<file path="src/rtl/uart_ctrl_pkg.sv">
// Shared types and constants for the UART command-frame controller.
package uart_ctrl_pkg;

  typedef enum logic [2:0] {
    S_SYNC  = 3'd0,
    S_ADDR  = 3'd1,
    S_DATA  = 3'd2,
    S_CHK   = 3'd3,
    S_WRITE = 3'd4
  } state_t;

  localparam logic [7:0]  DEF_SYNC_BYTE = 8'hA5;
  localparam int unsigned FRAME_LEN     = 4;

endpackage

</file>
<file path="src/rtl/uart_cmd_parser.sv">
// Decodes [SYNC][ADDR][DATA][CHK] frames from the UART byte strobe into single-cycle
// register writes; malformed or stalled frames are dropped and counted.
module uart_cmd_parser
  import uart_ctrl_pkg::*;
#(
  parameter logic [7:0]  SYNC_BYTE    = DEF_SYNC_BYTE,
  parameter int unsigned ADDR_W       = 4,
  parameter int unsigned TIMEOUT_CLKS = 2000
) (
  input  logic              clk,
  input  logic              rst,
  input  logic [7:0]        rx_byte,
  input  logic              rx_done,
  output logic              reg_wr_en,
  output logic [ADDR_W-1:0] reg_addr,
  output logic [7:0]        reg_wdata,
  output logic              frame_err,
  output logic              busy,
  output logic [7:0]        err_cnt
);

  localparam int unsigned TMR_W = $clog2(TIMEOUT_CLKS);

  state_t           state;
  logic [TMR_W-1:0] timer;
  logic [7:0]       addr_q;
  logic [7:0]       data_q;
  logic             in_frame;
  logic             timeout;
  logic             chk_ok;
  logic             drop;

  assign in_frame = (state == S_ADDR) || (state == S_DATA) || (state == S_CHK);
  // A byte arriving on the expiry cycle takes priority over the timeout.
  assign timeout  = in_frame && !rx_done && (timer == TMR_W'(TIMEOUT_CLKS - 1));
  assign chk_ok   = (rx_byte == (SYNC_BYTE ^ addr_q ^ data_q)) && ((addr_q >> ADDR_W) == '0);
  assign drop     = timeout || ((state == S_CHK) && rx_done && !chk_ok);
  assign busy     = (state != S_SYNC);

  always_ff @(posedge clk) begin
    if (rst) begin
      state     <= S_SYNC;
      timer     <= '0;
      addr_q    <= '0;
      data_q    <= '0;
      reg_wr_en <= 1'b0;
      reg_addr  <= '0;
      reg_wdata <= '0;
      frame_err <= 1'b0;
      err_cnt   <= '0;
    end else begin
      reg_wr_en <= 1'b0;
      frame_err <= drop;
      if (drop && (err_cnt != '1))
        err_cnt <= err_cnt + 8'd1;

      if (rx_done || (state == S_SYNC) || timeout)
        timer <= '0;
      else
        timer <= timer + 1'b1;

      unique case (state)
        // The write cycle also hunts for SYNC so a back-to-back frame loses no byte.
        S_SYNC, S_WRITE: begin
          if (rx_done && (rx_byte == SYNC_BYTE))
            state <= S_ADDR;
          else
            state <= S_SYNC;
        end
        S_ADDR: begin
          if (rx_done) begin
            addr_q <= rx_byte;
            state  <= S_DATA;
          end else if (timeout) begin
            state <= S_SYNC;
          end
        end
        S_DATA: begin
          if (rx_done) begin
            data_q <= rx_byte;
            state  <= S_CHK;
          end else if (timeout) begin
            state <= S_SYNC;
          end
        end
        S_CHK: begin
          if (rx_done) begin
            if (chk_ok) begin
              state     <= S_WRITE;
              reg_wr_en <= 1'b1;
              reg_addr  <= addr_q[ADDR_W-1:0];
              reg_wdata <= data_q;
            end else begin
              state <= S_SYNC;
            end
          end else if (timeout) begin
            state <= S_SYNC;
          end
        end
        default: state <= S_SYNC;
      endcase
    end
  end

endmodule

</file>
<file path="config.mk">
export PLATFORM = sky130hd
export DESIGN_NAME = uart_cmd_parser
export DESIGN_NICKNAME = d
export VERILOG_FILES = /design/src/rtl/uart_ctrl_pkg.sv /design/src/rtl/uart_cmd_parser.sv
export SDC_FILE = /design/constraint.sdc
export NUM_CORES = 1
export LEC_CHECK = 0
export BUFFER_PORTS_ARGS = -buffer_cell sky130_fd_sc_hd__buf_2
export CAP_MARGIN = 0
export CORE_MARGIN = 2
export CORE_UTILIZATION = 56
export DETAILED_ROUTE_END_ITERATION = 10
export GPL_TIMING_DRIVEN = 0
export PLACE_DENSITY = 0.85
export SLEW_MARGIN = 15
export SYNTH_ARGS = -nofsm -noshare
export SYNTH_HDL_FRONTEND = slang
export SYNTH_SLANG_ARGS = --single-unit
</file>
<file path="constraint.sdc">
create_clock -name clk -period 2.81 [get_ports clk]
set_input_delay 0.7025 -clock clk [delete_from_list [all_inputs] [get_ports clk]]
set_output_delay 0.7025 -clock clk [all_outputs]
set_load 0.01 [all_outputs]
</file>
# Yosys cells after proc, flatten, opt, wreduce, memory -nomap -nowiden
# Index checks and enable logic that the tools add are counted.
dict set report totals {
  ff_bits 52
  input_bits 11
  out_inout_bits 23
  wordCells 54
}
dict set report classes {
  add_sub_neg 2
  n_eq_ne 8
  muxes 8
  bitwise 4
  n_reduce_logical 23
}
# cell n
set ops {}
lappend ops {{$mux 3} 5}
lappend ops {{$pmux 3 s4} 1}
lappend ops {{$add 11x1->11 const B} 1}
lappend ops {{$eq 11x11->1 const B} 1}
lappend ops {{$add 8x1->8 const B} 1}
lappend ops {{$eq 8x8->1} 1}
lappend ops {{$eq 8x8->1 const B} 1}
lappend ops {{$logic_not 8->1} 1}
lappend ops {{$ne 8x8->1 const B} 1}
lappend ops {{$xor 8x8->8} 1}
lappend ops {{$logic_and 1x1->1} 7}
lappend ops {{$eq 3x2->1 const B} 2}
lappend ops {{$logic_or 1x1->1} 5}
lappend ops {{$not 4->4} 1}
lappend ops {{$reduce_and 2->1} 2}
lappend ops {{$reduce_or 2->1} 2}
lappend ops {{$eq 3x1->1 const B} 1}
lappend ops {{$eq 3x3->1 const B} 1}
lappend ops {{$logic_not 3->1} 1}
lappend ops {{$reduce_and 3->1} 1}
lappend ops {{$reduce_bool 3->1} 1}
lappend ops {{$reduce_or 3->1} 1}
lappend ops {{$logic_not 1->1} 2}
lappend ops {{$mux 1} 2}
lappend ops {{$not 1->1} 2}

# Depth between registers and ports, before layout
# Gate-level depths: netlist of run 1.
dict set report depth {
  word_depth 8
  ltp_mapped 6
  ltp_nobuf 6
}

# Worst setup path after synthesis of run 1
# Ideal clock, no wire load.
dict set report synth_path {
  kind {input to register}
  start {input rx_byte[3]}
  end {register err_cnt[2]}
  setup_ps 121
  t_arrival_ps 2255
  required_time_ps 2689
  slack_ps 435
  cell_stages 5
  n_path_buf 0
  cell_sequence {xnor3_4 nand4_1 or4_2 nand3_1 mux2_2}
}
dict set report synth_between {
  elab_chain_cells 6
}
# element line
set synth_rtl {}
lappend synth_rtl {{from (decl)} uart_cmd_parser.sv:12} ;# input logic [7:0] rx_byte,
lappend synth_rtl {{$eq 8x8->1} uart_cmd_parser.sv:36} ;# assign chk_ok = (rx_byte == (SYNC_BYTE ^ addr_q ^ data_q)) && ((addr_q >> ADDR_W) == '0);
lappend synth_rtl {{$logic_and 1x1->1} uart_cmd_parser.sv:36}
lappend synth_rtl {{$logic_not 1->1} uart_cmd_parser.sv:37} ;# assign drop = timeout || ((state == S_CHK) && rx_done && !chk_ok);
lappend synth_rtl {{$logic_and 1x1->1} uart_cmd_parser.sv:37}
lappend synth_rtl {{$logic_or 1x1->1} uart_cmd_parser.sv:37}
lappend synth_rtl {{$logic_and 1x1->1} uart_cmd_parser.sv:54} ;# if (drop && (err_cnt != '1))
lappend synth_rtl {{to (signal assigned)} uart_cmd_parser.sv:55} ;# err_cnt <= err_cnt + 8'd1;
lappend synth_rtl {{to (decl)} uart_cmd_parser.sv:19} ;# output logic [7:0] err_cnt
# Every way passes these cells.
# A chain may end at the register's enable or synchronous reset.

# Worst setup path in the final report of run 1
dict set report layout_path {
  start {register state[2]}
  end {register err_cnt[3]}
}
dict set report layout_between {
  elab_chain_cells 7
  elab_cells_between_ends 11
  cone_classes {3 x eq/ne; 8 x reduce/logical}
}
# element line
set layout_rtl {}
lappend layout_rtl {{from (decl)} uart_cmd_parser.sv:24} ;# state_t state;
lappend layout_rtl {{from (signal assigned)} uart_cmd_parser.sv:42} ;# state <= S_SYNC;
lappend layout_rtl {{from (signal assigned)} uart_cmd_parser.sv:66} ;# state <= S_ADDR;
lappend layout_rtl {{from (signal assigned)} uart_cmd_parser.sv:68} ;# state <= S_SYNC;
lappend layout_rtl {{$eq 3x1->1 / $eq 3x2->1 (equally long branches)} uart_cmd_parser.sv:33} ;# assign in_frame = (state == S_ADDR) || (state == S_DATA) || (state == S_CHK);
lappend layout_rtl {{$logic_or 1x1->1 (2 in a row)} uart_cmd_parser.sv:33}
lappend layout_rtl {{$logic_and 1x1->1 (2 in a row)} uart_cmd_parser.sv:35} ;# assign timeout = in_frame && !rx_done && (timer == TMR_W'(TIMEOUT_CLKS - 1));
lappend layout_rtl {{$logic_or 1x1->1 *} uart_cmd_parser.sv:37}
lappend layout_rtl {{$logic_and 1x1->1 *} uart_cmd_parser.sv:54}
# Mark *: on every way between the ends. The rest lies on a longest branch, timed or not.

==> results of run 1 <==
## how the worst min path moves through the flow
| stage | start | endpoint | slack (ns) |
|---|---|---|---|
| after detailed placement | timer[0] | timer[0] | 0.46 |
| after CTS | reg_addr[3] | reg_addr[3] | 0.48 |
| after floorplan | timer[0] | timer[0] | 0.43 |
| final | timer[0] | timer[0] | 0.47 |
| after global placement | timer[0] | timer[0] | 0.45 |
| after global routing | reg_addr[1] | reg_addr[1] | 0.51 |
## area by class of cell
type                       instances  area share [%]
clock buffer                       7            3.49
buffer                            13            2.40
timing repair buffer              32            5.81
sequential                        52            37.7
tap                               50            2.27
multi-input combinational        195            48.3
## synth_stat cells, types with 4 or more instances
library cell,count
a21oi_1,29
and3_1,7
clkbuf_1,9
dfxtp_1,52
mux2i_1,8
nand2_1,24
nand3_1,20
nand4b_1,4
nor2_1,23
nor2b_1,5
o21ai_0,15
or4_1,4
xnor2_1,10
## power by group
part           internal (uW)  leakage, uW  switching, uW
logic                   21.7     0.000572           28.6
registers                736     0.000419          0.140
clock network            220    0.0000503            230
total                    977      0.00104            258
## critical path, stage by stage, from the launching register on
cell and delay, ns:
dfxtp_1 0.33, buf_6 0.13, or4b_4 0.56, nor4_4 0.37, o22ai_2 0.22, or4_1 0.55
a21oi_1 0.17
## cell usage in the layout (no fill, tap or decap), types with 4 or more instances in the layout
cell,netlist,layout
nand3_1,20,20
o21ai_0,15,15
buf_2,1,33
nand4b_1,4,4
xnor2_1,10,10
a21oi_1,29,29
mux2i_1,8,8
and3_1,7,7
clkbuf_1,9,9
dfxtp_1,52,52
or4_1,4,4
nand2_1,24,24
nor2b_1,5,5
clkbuf_8,0,7
nor2_1,23,23
## logic make-up (layout without fill, tap and decap cells)
kind of cell    count (synthesis)  in the layout  share of synthesized area [%]
buf+inv                        13             52                           2.72
xor+xnor                       19             19                           11.3
simple gates                  110            110                           25.2
mux                             9              9                           3.75
flops                          52             52                           42.7
fa+ha+maj                       2              2                           1.03
compound gates                 55             55                           13.3
## flip-flops by register name (all words and copies together), names as in the netlist
| name | count |
|---|---|
| timer | 11 |
| frame_err | 1 |
| data_q | 8 |
| reg_addr | 4 |
| reg_wr_en | 1 |
| err_cnt | 8 |
| addr_q | 8 |
| state | 3 |
| reg_wdata | 8 |
## stage by stage
step	util, %	area [sq um]	total power (uW)	hold slack (ns)	instances
2_1_floorplan	-	2440	783	0.426	260
4_1_cts	67.5	2760	1240	0.477	349
6_report	67.5	2760	1240	0.474	349
5_1_grt	67.5	2760	1280	0.510	349
3_5_place_dp	65.1	2660	804	0.459	342
3_3_place_gp	65.1	2660	803	0.447	342
## layer usage
layer  global-route usage (%)  up-vias  part of all wire, %
li1                         -     1014                    -
met1                     28.8      946                   46
met2                     36.7       29                   50
met3                     3.46        6                  3.4
met4                     7.05        0                  1.1
met5                        0        -                    0
==> out/qor.txt, run 1 <==
Max-cap violations - 0
Syn Area/Cell - 9.38 sq um
Row count - 23
Area grow syn2layout - 13.1%
Power Density - 448 nW/um^2
Initial antenna violation count - 0
Footprint of the multi-input gates - 1330 sq um
Setup crit start kind - register
Largest area contributor in the netlist - dfxtp_1
Final Critical Period - 2.40 ns
Skew-Pair Late Insertion Delay - 0.31 ns
Final Hold Vio Count - 0
Vias per cell - 5.72
RSZ-0062 raised after global routing - no
Routed WL - 5140 um
Yosys reg bits - 52
Crit-path max FO - 10
Overflow after GRT - 0
Starting density of the core - 59.7%
Number of cells upsized or downsized after cts - 0
Clk slew on worst S/H paths - 0.09 ns
Reg-to-Reg Start - state[2]
Maximum clock path buffer count - 2
Worst Max-Slew Pin Slew - 0.978 ns
Final setup viols - 0
Register area - 1040 sq um
N_diodes - 0
DR vias - 1,995
Level count of the clock H-tree - 2
Worst relative slew slack - 34.3%
Sequential fraction of the synthesis area - 42.7%
Core area - 4090 sq um
Total Routing Usage GR - 21.9%
Clock skew - 0.00649 ns
Ys async rst share - 0%
Die Span X - 70.0 um
Post-DRT Antenna Nets - 0
Die H - 70.0 um
Synth Flop Type - dfxtp_1
Clock sinks - 52
First-pass iteration count of the detailed router - 4
WS Path Type - register to register
Setup TNS - 0 ns
Fin worst setup slack - 0.411 ns
R2R Setup Slk - 0.41 ns
Synth unique cells - 47
Synth top area cells - dfxtp_1 (43%), a21oi_1 (6.0%), nand3_1 (4.1%), nand2_1 (3.7%), xnor2_1 (3.6%)
DRT iter0 DRCs - 143
Cells on Worst Hold Path - 1
Post-Syn Area - 2440 sq um
CP Launch Point - state[2]
Layout cells sized above 1 - 21.1%
Pre-CTS setup slack - 0.157 ns
Vias in the first global route - 1,890
Post-Synthesis Cells - 260
Io pins - 34
R2R cell count - 6
Post-synth EDFFs - 0
Largest net degree at the start of global routing - 15
CTS tree - yes
Crit end category - register
Global-route wire length before repair - 8740 um
Post-CTS Hold Buffers - 0
Fin. max-slew vios - 0
Max Fclk - 0.417 GHz
VDD IR max - 0.313 mV
Post-route clock period utilization - 85.4%
Clock Tree Root - clkbuf_8
Routed length per instance - 14.7 um
Worst EP required - 3.04 ns
Die area - 4900 sq um
Area share of the largest cell type after synthesis - 42.7%
Fin nets - 312
CP endpoint - err_cnt[3]
RePlAce Congestion - 0.788
Hold WC Path Type - register to register
Lkg Pwr - 0.00104 uW
Syn. warnings - 0
DP HPWL - 3780 um
Status - complete, no violations
Residual DRC - 0
Synth Net Count - 273
Fillcell total - 337
Port Buf Inserts - 32
Postcts setup bufs - 0
Worst EP arrival - 2.63 ns
Total CTS buffers - 5
Crit Reg-Reg Endpoint - err_cnt[3]
Note: power is estimated with default switching activity, not from simulation.
==> run 2: changes to the inputs <==
--- a/config.mk
+++ b/config.mk
@@ -10,8 +10,8 @@
 export CORE_MARGIN = 2
 export CORE_UTILIZATION = 56
 export DETAILED_ROUTE_END_ITERATION = 10
-export GPL_TIMING_DRIVEN = 0
 export PLACE_DENSITY = 0.85
+export REMOVE_ABC_BUFFERS = 1
 export SLEW_MARGIN = 15
 export SYNTH_ARGS = -nofsm -noshare
 export SYNTH_HDL_FRONTEND = slang
==> run 2 against run 1 <==
Net effect:
- register-to-register slack improved by 0.06 ns
- utilization fell by 0.77 points
- combinational power shrank 4.6%
- flip-flop and latch count stayed put
- critical path depth did not move
- non-clock buffer count is 7 lower
- via count shrank 0.20%
- critical endpoint is now err_cnt[4]
- highest routed layer unchanged
==> out/qor.txt, run 2 (synthesis results as in run 1) <==
Fin. max-slew vios - 0 (unchanged)
Final hold slack - 0.473 ns (-0.00167 ns)
Largest net degree at the start of global routing - 28 (+13)
Routed WL - 5020 um (-2.5%)
Fin nets - 305 (-2.2%)
Slowest Stage Delay on Critical Path - 0.58 ns (+0.02 ns)
Clock Tree Root - clkbuf_8
DP HPWL - 3420 um (-9.5%)
Core area - 4090 sq um (unchanged)
Clk slew on worst S/H paths - 0.09 ns (about the same)
N_diodes - 0 (unchanged)
Level count of the clock H-tree - 2 (unchanged)
Post-CTS Hold Buffers - 0 (unchanged)
Setup crit start kind - register
RSZ-0062 raised after global routing - no
Register bank with the most flops - timer
Fillcell total - 345 (+2.4%)
Routed length per instance - 14.6 um (-0.76%)
Io pins - 34 (unchanged)
Overflow after GRT - 0 (unchanged)
Die Span X - 70.0 um (unchanged)
Placed cell count - 335 (-2.0%)
Starting density of the core - 59.7% (unchanged)
Clock skew - 0.0120 ns (+0.00550 ns)
Final Hold Vio Count - 0 (unchanged)
Die H - 70.0 um (unchanged)
Worst EP required - 3.05 ns (about the same)
Setup TNS - 0 ns (unchanged)
Lkg Pwr - 0.00103 uW (-0.93%)
Crit end category - register
Final setup viols - 0 (unchanged)
Status - complete, no violations
Post-DRT Antenna Nets - 0 (unchanged)
Die area - 4900 sq um (unchanged)
Slowest CP cell - or4b_4
Worst relative slew slack - 65.2% (+31 points)
Layout cells sized above 1 - 22.5% (+1.5 points)
Commonest non-fill, non-tap cell in the layout - dfxtp_1
Worst Max-Slew Pin Slew - 0.519 ns (-0.459 ns)
Initial antenna violation count - 0 (unchanged)
Hold WC Path Type - register to register
Vias in the first global route - 1,867 (-1.2%)
Fin worst setup slack - 0.470 ns (+0.0589 ns)
Number of cells upsized or downsized after cts - 0 (unchanged)
Clock sinks - 52 (unchanged)
Final Critical Period - 2.34 ns (-0.0589 ns)
WS Path Type - register to register
Vias per cell - 5.80 (+1.5%)
Cells on Worst Hold Path - 1 (unchanged)
First-pass iteration count of the detailed router - 4 (unchanged)
DRT iter0 DRCs - 163 (+14%)
Postcts setup bufs - 0 (unchanged)
Port Buf Inserts - 33 (+3.1%)
RePlAce Congestion - 0.860 (+9.1%)
Flip-flop count of the largest register after layout - 11 (unchanged)
Total Routing Usage GR - 21.9% (+0.067 points)
Total CTS buffers - 5 (unchanged)
Final Instance Count excl. Fillers - 343 (-1.7%)
Maximum clock path buffer count - 2 (unchanged)
Worst EP arrival - 2.58 ns (-0.05 ns)
Most frequent cells in the layout - dfxtp_1 (52), buf_2 (33), a21oi_1 (29), nand2_1 (24), nor2_1 (23)
CTS tree - yes
Row count - 23 (unchanged)
R2R cell count - 6 (unchanged)
Post-route clock period utilization - 83.3% (-2.1 points)
VDD IR max - 0.362 mV (+16%)
Power Density - 444 nW/um^2 (-1.0%)
Global-route wire length before repair - 8730 um (-0.16%)
Worst-path cell chain - or4b_4 > o41ai_2 > nor4_2 > buf_4 > or4_1 > a21oi_1
Crit-path max FO - 10 (unchanged)
Max-cap violations - 0 (unchanged)
DR vias - 1,991 (-0.20%)
Residual DRC - 0 (unchanged)
Core Util, Final - 66.7% (-0.77 points)
Area grow syn2layout - 11.8%
Pre-CTS setup slack - 0.212 ns (+0.0546 ns)
Max Fclk - 0.427 GHz (+2.5%)
Skew-Pair Late Insertion Delay - 0.31 ns (about the same)
-- run 2: metrics by stage --
stage	total power (uW)	area, sq um
5_1_grt	1260	2730
2_1_floorplan	774	2370
4_1_cts	1220	2730
3_5_place_dp	801	2640
3_3_place_gp	800	2640
6_report	1210	2730
-- run 2: layer usage --
layer  vias up  part of all wire [%]  GRT usage, %
li1        998                     -             -
met1       943                    46          28.6
met2        42                    48          35.7
met3         8                   4.7          5.63
met4         0                   1.3          6.84
met5         -                     0             0
-- run 2: area by class of cell --
class                           count  area [sq um]  area share [%]
Multi-Input combinational cell    195          1330            48.8
Sequential cell                    52          1040            38.2
Timing Repair Buffer               38           203            7.43
Clock buffer                        6          72.6            2.66
Tap cell                           50          62.6            2.29
Clock inverter                      2          16.3           0.597
-- run 2: worst paths after layout --
check                               from  slack, ns          to
worst min register to register  timer[0]       0.47    timer[0]
worst max-delay path            state[2]       0.47  err_cnt[4]
worst max register to register  state[2]       0.47  err_cnt[4]
worst min-delay path            timer[0]       0.47    timer[0]
-- run 2: where the power goes --
part           switching (uW)  total (uW)  internal (uW)
clock                     248         425            177
sequential              0.190         736            736
combinational            27.4        48.0           20.6
total                     275        1210            934
-- run 2: critical path, delay by kind of cell (launching register included) --
kind / cells / cell delay [ns]
AND/OR/NAND/NOR: 3 / 1.14
flip-flops: 1 / 0.40
AO/OA/AOI/OAI: 2 / 0.55
buffers and inverters: 1 / 0.17
